===== src/rtl/fractal_dispatcher.sv =====
// Raster-order work dispatcher for a pool of fractal cores: issues pixel coordinates
// round-robin to idle cores and retires their iteration counts in strict raster order.
module fractal_dispatcher #(
  parameter int CORE_COUNT     = 9,
  parameter int DATA_WIDTH     = 32,
  parameter int MAX_ITER_WIDTH = 16,
  parameter int X_SIZE         = 640,
  parameter int Y_SIZE         = 480
) (
  input  logic                                 clk_i,
  input  logic                                 rst_i,
  input  logic [DATA_WIDTH-1:0]                cfg_x0_i,
  input  logic [DATA_WIDTH-1:0]                cfg_y0_i,
  input  logic [DATA_WIDTH-1:0]                cfg_step_i,
  input  logic [MAX_ITER_WIDTH-1:0]            cfg_max_iter_i,
  output logic [CORE_COUNT-1:0]                start_o,
  output logic [CORE_COUNT*DATA_WIDTH-1:0]     x0_o,
  output logic [CORE_COUNT*DATA_WIDTH-1:0]     y0_o,
  input  logic [CORE_COUNT*MAX_ITER_WIDTH-1:0] iter_i,
  input  logic [CORE_COUNT-1:0]                done_i,
  output logic                                 pix_valid_o,
  input  logic                                 pix_ready_i,
  output logic [7:0]                           pix_r_o,
  output logic [7:0]                           pix_g_o,
  output logic [7:0]                           pix_b_o,
  output logic                                 pix_sof_o,
  output logic                                 pix_eol_o
);

  localparam int IW = $clog2(CORE_COUNT);
  localparam int XW = $clog2(X_SIZE + 1);
  localparam int YW = $clog2(Y_SIZE + 1);

  logic [IW-1:0]                     ip_q, ip_d, rp_q, rp_d;
  logic [CORE_COUNT-1:0]             busy_q, busy_d;
  logic [CORE_COUNT-1:0]             tag_sof_q, tag_sof_d, tag_eol_q, tag_eol_d;
  logic [CORE_COUNT-1:0]             start_q, start_d, start_dly_q;
  logic [CORE_COUNT*DATA_WIDTH-1:0]  x0_q, x0_d, y0_q, y0_d;
  logic [XW-1:0]                     xi_q, xi_d;
  logic [YW-1:0]                     yi_q, yi_d;
  logic [DATA_WIDTH-1:0]             xc_q, xc_d, yc_q, yc_d;
  logic [DATA_WIDTH-1:0]             lx0_q, lx0_d, step_q, step_d;
  logic [MAX_ITER_WIDTH-1:0]         maxit_q, maxit_d;
  logic                              pv_q, pv_d, sof_q, sof_d, eol_q, eol_d;
  logic [7:0]                        r_q, r_d, g_q, g_d, b_q, b_d;

  logic                              origin, last_x, last_y, issue, retire;
  logic [DATA_WIDTH-1:0]             cur_x, cur_y, cur_step, row_x0;
  logic [CORE_COUNT-1:0]             done_ok;
  logic [MAX_ITER_WIDTH-1:0]         iter;

  always_comb begin
    ip_d      = ip_q;
    rp_d      = rp_q;
    busy_d    = busy_q;
    tag_sof_d = tag_sof_q;
    tag_eol_d = tag_eol_q;
    start_d   = '0;
    x0_d      = x0_q;
    y0_d      = y0_q;
    xi_d      = xi_q;
    yi_d      = yi_q;
    xc_d      = xc_q;
    yc_d      = yc_q;
    lx0_d     = lx0_q;
    step_d    = step_q;
    maxit_d   = maxit_q;
    pv_d      = pv_q;
    sof_d     = sof_q;
    eol_d     = eol_q;
    r_d       = r_q;
    g_d       = g_q;
    b_d       = b_q;

    // Pixel (0,0) takes its origin and step straight from the config inputs,
    // which are latched in the same cycle for the rest of the frame.
    origin   = (xi_q == '0) && (yi_q == '0);
    last_x   = (xi_q == XW'(X_SIZE - 1));
    last_y   = (yi_q == YW'(Y_SIZE - 1));
    cur_x    = origin ? cfg_x0_i   : xc_q;
    cur_y    = origin ? cfg_y0_i   : yc_q;
    cur_step = origin ? cfg_step_i : step_q;
    row_x0   = origin ? cfg_x0_i   : lx0_q;

    // A core's done level is stale during its start pulse and the cycle after.
    done_ok  = done_i & ~start_q & ~start_dly_q;
    issue    = ~busy_q[ip_q];
    retire   = busy_q[rp_q] & done_ok[rp_q] & (~pv_q | pix_ready_i);
    iter     = iter_i[rp_q*MAX_ITER_WIDTH +: MAX_ITER_WIDTH];

    if (issue) begin
      if (origin) begin
        lx0_d   = cfg_x0_i;
        step_d  = cfg_step_i;
        maxit_d = cfg_max_iter_i;
      end
      start_d[ip_q]                         = 1'b1;
      x0_d[ip_q*DATA_WIDTH +: DATA_WIDTH]   = cur_x;
      y0_d[ip_q*DATA_WIDTH +: DATA_WIDTH]   = cur_y;
      busy_d[ip_q]                          = 1'b1;
      tag_sof_d[ip_q]                       = origin;
      tag_eol_d[ip_q]                       = last_x;
      ip_d = (ip_q == IW'(CORE_COUNT - 1)) ? '0 : ip_q + 1'b1;
      if (last_x) begin
        xi_d = '0;
        if (last_y) begin
          yi_d = '0;
        end else begin
          yi_d = yi_q + 1'b1;
          xc_d = row_x0;
          yc_d = cur_y + cur_step;
        end
      end else begin
        xi_d = xi_q + 1'b1;
        xc_d = cur_x + cur_step;
        yc_d = cur_y;
      end
    end

    if (retire) begin
      pv_d         = 1'b1;
      sof_d        = tag_sof_q[rp_q];
      eol_d        = tag_eol_q[rp_q];
      busy_d[rp_q] = 1'b0;
      rp_d = (rp_q == IW'(CORE_COUNT - 1)) ? '0 : rp_q + 1'b1;
      if (iter >= maxit_q) begin
        r_d = '0;
        g_d = '0;
        b_d = '0;
      end else begin
        r_d = iter[7:0];
        g_d = {iter[6:0], 1'b0};
        b_d = ~iter[7:0];
      end
    end else if (pix_ready_i) begin
      pv_d = 1'b0;
    end
  end

  always_ff @(posedge clk_i) begin
    if (rst_i) begin
      ip_q        <= '0;
      rp_q        <= '0;
      busy_q      <= '0;
      tag_sof_q   <= '0;
      tag_eol_q   <= '0;
      start_q     <= '0;
      start_dly_q <= '0;
      x0_q        <= '0;
      y0_q        <= '0;
      xi_q        <= '0;
      yi_q        <= '0;
      xc_q        <= '0;
      yc_q        <= '0;
      lx0_q       <= '0;
      step_q      <= '0;
      maxit_q     <= '0;
      pv_q        <= 1'b0;
      sof_q       <= 1'b0;
      eol_q       <= 1'b0;
      r_q         <= '0;
      g_q         <= '0;
      b_q         <= '0;
    end else begin
      ip_q        <= ip_d;
      rp_q        <= rp_d;
      busy_q      <= busy_d;
      tag_sof_q   <= tag_sof_d;
      tag_eol_q   <= tag_eol_d;
      start_q     <= start_d;
      start_dly_q <= start_q;
      x0_q        <= x0_d;
      y0_q        <= y0_d;
      xi_q        <= xi_d;
      yi_q        <= yi_d;
      xc_q        <= xc_d;
      yc_q        <= yc_d;
      lx0_q       <= lx0_d;
      step_q      <= step_d;
      maxit_q     <= maxit_d;
      pv_q        <= pv_d;
      sof_q       <= sof_d;
      eol_q       <= eol_d;
      r_q         <= r_d;
      g_q         <= g_d;
      b_q         <= b_d;
    end
  end

  assign start_o     = start_q;
  assign x0_o        = x0_q;
  assign y0_o        = y0_q;
  assign pix_valid_o = pv_q;
  assign pix_sof_o   = sof_q;
  assign pix_eol_o   = eol_q;
  assign pix_r_o     = r_q;
  assign pix_g_o     = g_q;
  assign pix_b_o     = b_q;

endmodule


===== config.mk =====
export PLATFORM = sky130hd
export DESIGN_NAME = fractal_dispatcher
export DESIGN_NICKNAME = d
export VERILOG_FILES = /design/src/rtl/fractal_dispatcher.sv
export SDC_FILE = /design/constraint.sdc
export NUM_CORES = 2
export LEC_CHECK = 0
export CORE_AREA = 10 10 334 336
export DETAILED_ROUTE_END_ITERATION = 12
export DIE_AREA = 0 0 344 346
export HOLD_SLACK_MARGIN = 0.1
export SYNTH_ARGS = -nofsm -noshare
export SYNTH_HDL_FRONTEND = slang
export SYNTH_SLANG_ARGS = --single-unit

===== constraint.sdc =====
create_clock -name clk_i -period 5.1 [get_ports clk_i]
set_input_delay 1.275 -clock clk_i [delete_from_list [all_inputs] [get_ports clk_i]]
set_output_delay 1.275 -clock clk_i [all_outputs]
set_load 0.05 [all_outputs]

==> summary.txt <==
Run status
  – Outcome: finished, final reports clean

Pwr
  – Pint: between 15 and 20 mW
  – Sequential share of power: 0.251
  – Clock power share: 0.234
  – Cell leakage power: between 15 and 20 nW
  – Fraction of power consumed by combinational cells: 0.514
  – Peak supply drop: approximately 0.38 mV
  – Psw: 14.0 mW
  – PwrDens: 595 nW/µm²
  – Switching Share: 0.462

Floorplanning
  – Die area: ~120,000 µm²
  – Ports: approximately 900
  – Die width: 344 µm
  – Core Box Area: roughly 100,000 µm²
  – Die span in y: approximately 350 µm
  – Row count: between 100 and 150
  – Initial Util: 0.353

Placed design
  – Post-place setup slack: -16.5 ps
  – Area after DPL: approximately 48,000 µm²
  – Placed Instances: roughly 7,000
  – IO Port Bufs: a little under 900
  – Routability Congestion: 0.909
  – HPWL Detailed: between 100,000 and 150,000 µm

Synth
  – #FFs+latches synth: ~810
  – Syn nets: just over 5,000
  – Total of warnings raised by yosys: 0
  – Top-area cell type share of the netlist area: 0.439
  – Most common flop cell mapped by yosys: dfxtp_1
  – Unique masters post-synth: around 90
  – Dominant cells by area after synthesis: dfxtp_1 44%, a21oi_1 10%, nand2_1 8.1%, nand3_1 7.0%, nor2_1 4.2%
  – Seq/Total Area, Yosys: 0.439
  – Post-synth EDFFs: 0
  – Most common cell in the synthesized netlist: dfxtp_1
  – Most frequent cells after synthesis: 811 x dfxtp_1, 797 x nand2_1, 753 x a21oi_1, 521 x nand3_1, 412 x nor2_1
  – Post-Syn Area: 37,000 µm²
  – Biggest area consumer among synthesized cells: dfxtp_1
  – Asr flop ratio synth: 0
  – Post-Synthesis Cells: 4,742
  – Avg Cell Area, Syn: ~7.8 µm²

Global routing
  – Total grt overflow: 0
  – Largest net degree at the start of global routing: 218
  – Total GRT Usage: 0.287
  – First-pass GRT wire length: around 260,000 µm
  – Vias in the first global route: approximately 36,000
  – Initial antenna violation count: 6

Cells and area
  – Area delta synth->final: 38.0%
  – Final Non-Filler Cells: approximately 7,000
  – Nets@finish: between 5,000 and 6,000
  – Layout cells sized above 1: 0.0768
  – Filler Cells Inserted: just over 10,000
  – Post-route cell area: about 50,000 µm²

Setup path
  – CP startpoint kind: register
  – CP max-delay cell: fa_1
  – Worst path cell trace: inv_1, ha_1, nor4b_1, and4b_2, nand2_4, buf_12, mux2i_1, inv_1, fa_1, a21o_1, a21oi_1, o21bai_1, a21oi_1, o21ba_2, o21ai_1, buf_4, a311oi_1, nor2_1, o41ai_1, xor2_1, a2111oi_0
  – Worst R2R Setup Slack: roughly 340 ps
  – Critical R2R Launch: yi_q[0]
  – Reg2Reg Depth: 21
  – Slowest cell delay on critical path: approximately 440 ps
  – WS Path Type: reg2reg
  – Worst path arrival time: 5320 ps
  – Worst endpoint required time: roughly 5700 ps
  – Crit-path max FO: 23
  – CP endpoint kind: register
  – Crit path launch: yi_q[0]
  – CP Capture Point: xc_q[30]
  – FF-to-FF End: xc_q[30]

STA
  – Pins Over Slew Limit: 0
  – Final Cycle Share: 0.932
  – Tmin final: between 4000 and 5000 ps
  – Hold Slack: ~450 ps
  – Max frequency: between 200 and 250 MHz
  – Setup tns final: 0 ps
  – Final count of hold timing violations: 0
  – Slew HR: 0.0615
  – RSZ-0062 raised after global routing: false
  – Worst clock skew: 39.4 ps
  – # setup viols final: 0
  – Least-Margin Pin Slew: approximately 1400 ps
  – Worst setup margin: ~340 ps

Run
  – # Max-Cap Violations: 0

Drt
  – Per-cell routed wire length: around 26 µm
  – Total number of vias: around 38,000
  – Residual DRC: 0
  – Routed vias/inst: 5.47
  – Final ANT Viol Nets: 0
  – Final WL: 180,000 µm
  – Initial drt markers: 3,184
  – Detailed Routing Iterations Pass 1: 6

Clocking
  – CTS tree: built
  – Worst-path clk slew: 60 ps
  – Clock sinks: just over 800
  – Buffer depth of the longest clock path: 3
  – Worst-Skew Late Latency: about 700 ps
  – CTS H-tree lvls: 3
  – Total CTS buffers: approximately 90
  – Hold-fix buffers, CTS: 0
  – Clk Tree Root Cell: clkbuf_16

Worst hold path
  – HP Start: lx0_q[27]
  – Hold Path Class: reg2reg
## metrics by stage
stage	total power, mW	utilization
after global routing	31.9	0.487
after detailed placement	23.2	0.456
final	30.4	0.487
after CTS	30.4	0.487
after global placement	23.2	0.456
after floorplan	17.0	-
## kinds of logic (layout without fill, tap and decap cells)
family / count (synthesis) / in the layout / share of synthesized area
AOI/OAI and AO/OA: 1169 / 1169 / 0.183
DFF: 811 / 811 / 0.439
muxes: 116 / 116 / 0.0389
other: 1 / 5 / 0.000101
buffers and inverters: 505 / 1351 / 0.0550
adders and majority gates: 92 / 92 / 0.0310
xor gates and xnor gates: 95 / 95 / 0.0225
and+or+nand+nor: 1953 / 1953 / 0.230
## critical path: cells and delay by family (launching register included)
kind | cells | cell delay [ps]
AOI/OAI and AO/OA | 9 | 1970
adders and majority gates | 2 | 670
and+or+nand+nor | 4 | 660
buffers and inverters | 4 | 560
DFF | 1 | 400
muxes | 1 | 260
xor gates and xnor gates | 1 | 110
## worst min-delay path by stage
| stage | endpoint | slack, ps | cells past startpoint |
|---|---|---|---|
| floorplan | tag_sof_q[7] | 430 | 2 |
| global route | lx0_q[16] | 460 | 2 |
| detailed placement | lx0_q[27] | 440 | 2 |
| global placement | pix_b_o[5] | 430 | 2 |
| finish | lx0_q[27] | 450 | 2 |
| CTS | lx0_q[27] | 450 | 2 |
## registers in the layout (all words and copies together) (netlist names), 8 cells and up, named ones only
signal and cells:
tag_eol_q 9, lx0_q 32, maxit_q 16, step_q 31, tag_sof_q 9, start_o 9, x0_o 288, xc_q 32
yc_q 32, pix_r_o 8, start_dly_q 9, xi_q 10, y0_o 288, pix_b_o 8, yi_q 9, busy_q 9
## power by group through the flow
stage          clock [mW]  combinational (mW)  sequential, mW
2_1_floorplan           0                8.46            8.52
3_3_place_gp            0                15.5            7.73
3_5_place_dp            0                15.5            7.75
4_1_cts              7.19                15.6            7.62
5_1_grt              7.42                16.7            7.72
6_report             7.11                15.6            7.63
## cell type report
class	count	area, µm²	area share
Multi-Input combinational cell	3426	19000	0.372
Tap cell	1391	1740	0.0341
Antenna cell	4	10.0	0.000196
Timing Repair Buffer	1070	10400	0.205
Clock buffer	136	2700	0.0528
Sequential cell	811	16200	0.318
Clock inverter	36	536	0.0105
Inverter	109	409	0.00801
## what timing repair did
item                                    in CTS  in global routing
endpoints found under the setup margin       0                  2
buffers inserted                             0                  0
gates resized for setup                      0                  2
## layer usage
layer  part of all wire  track usage  up-vias
met1               0.39        0.341    18400
met2               0.47        0.473     1505
met5            0.00015            0        -
met4              0.053        0.133        4
met3              0.086       0.0802      323
li1                   -            -    17900
## layout by cell type (no fill, tap or decap), types with 10 or more instances in the layout
cell,count
nand2_1,795
nand4_1,11
and3_1,10
xnor2_1,52
nor2_1,402
ha_1,86
buf_12,17
nor2_4,11
dfxtp_1,809
o21bai_1,10
clkbuf_16,92
nand2b_1,11
o22ai_1,19
a21boi_0,26
o21ai_0,73
nand3_1,513
inv_1,108
a221oi_1,12
or3_1,10
xor2_1,43
clkinv_2,17
nor2b_1,17
clkbuf_1,21
o211ai_1,24
a21oi_1,752
nor3_1,105
mux4_2,22
clkdlybuf4s50_1,877
mux2i_1,91
buf_4,175
a21o_1,47
a211oi_1,106
clkbuf_8,23
a31oi_1,23
a311oi_1,11
(Power assumes the default switching activity.)
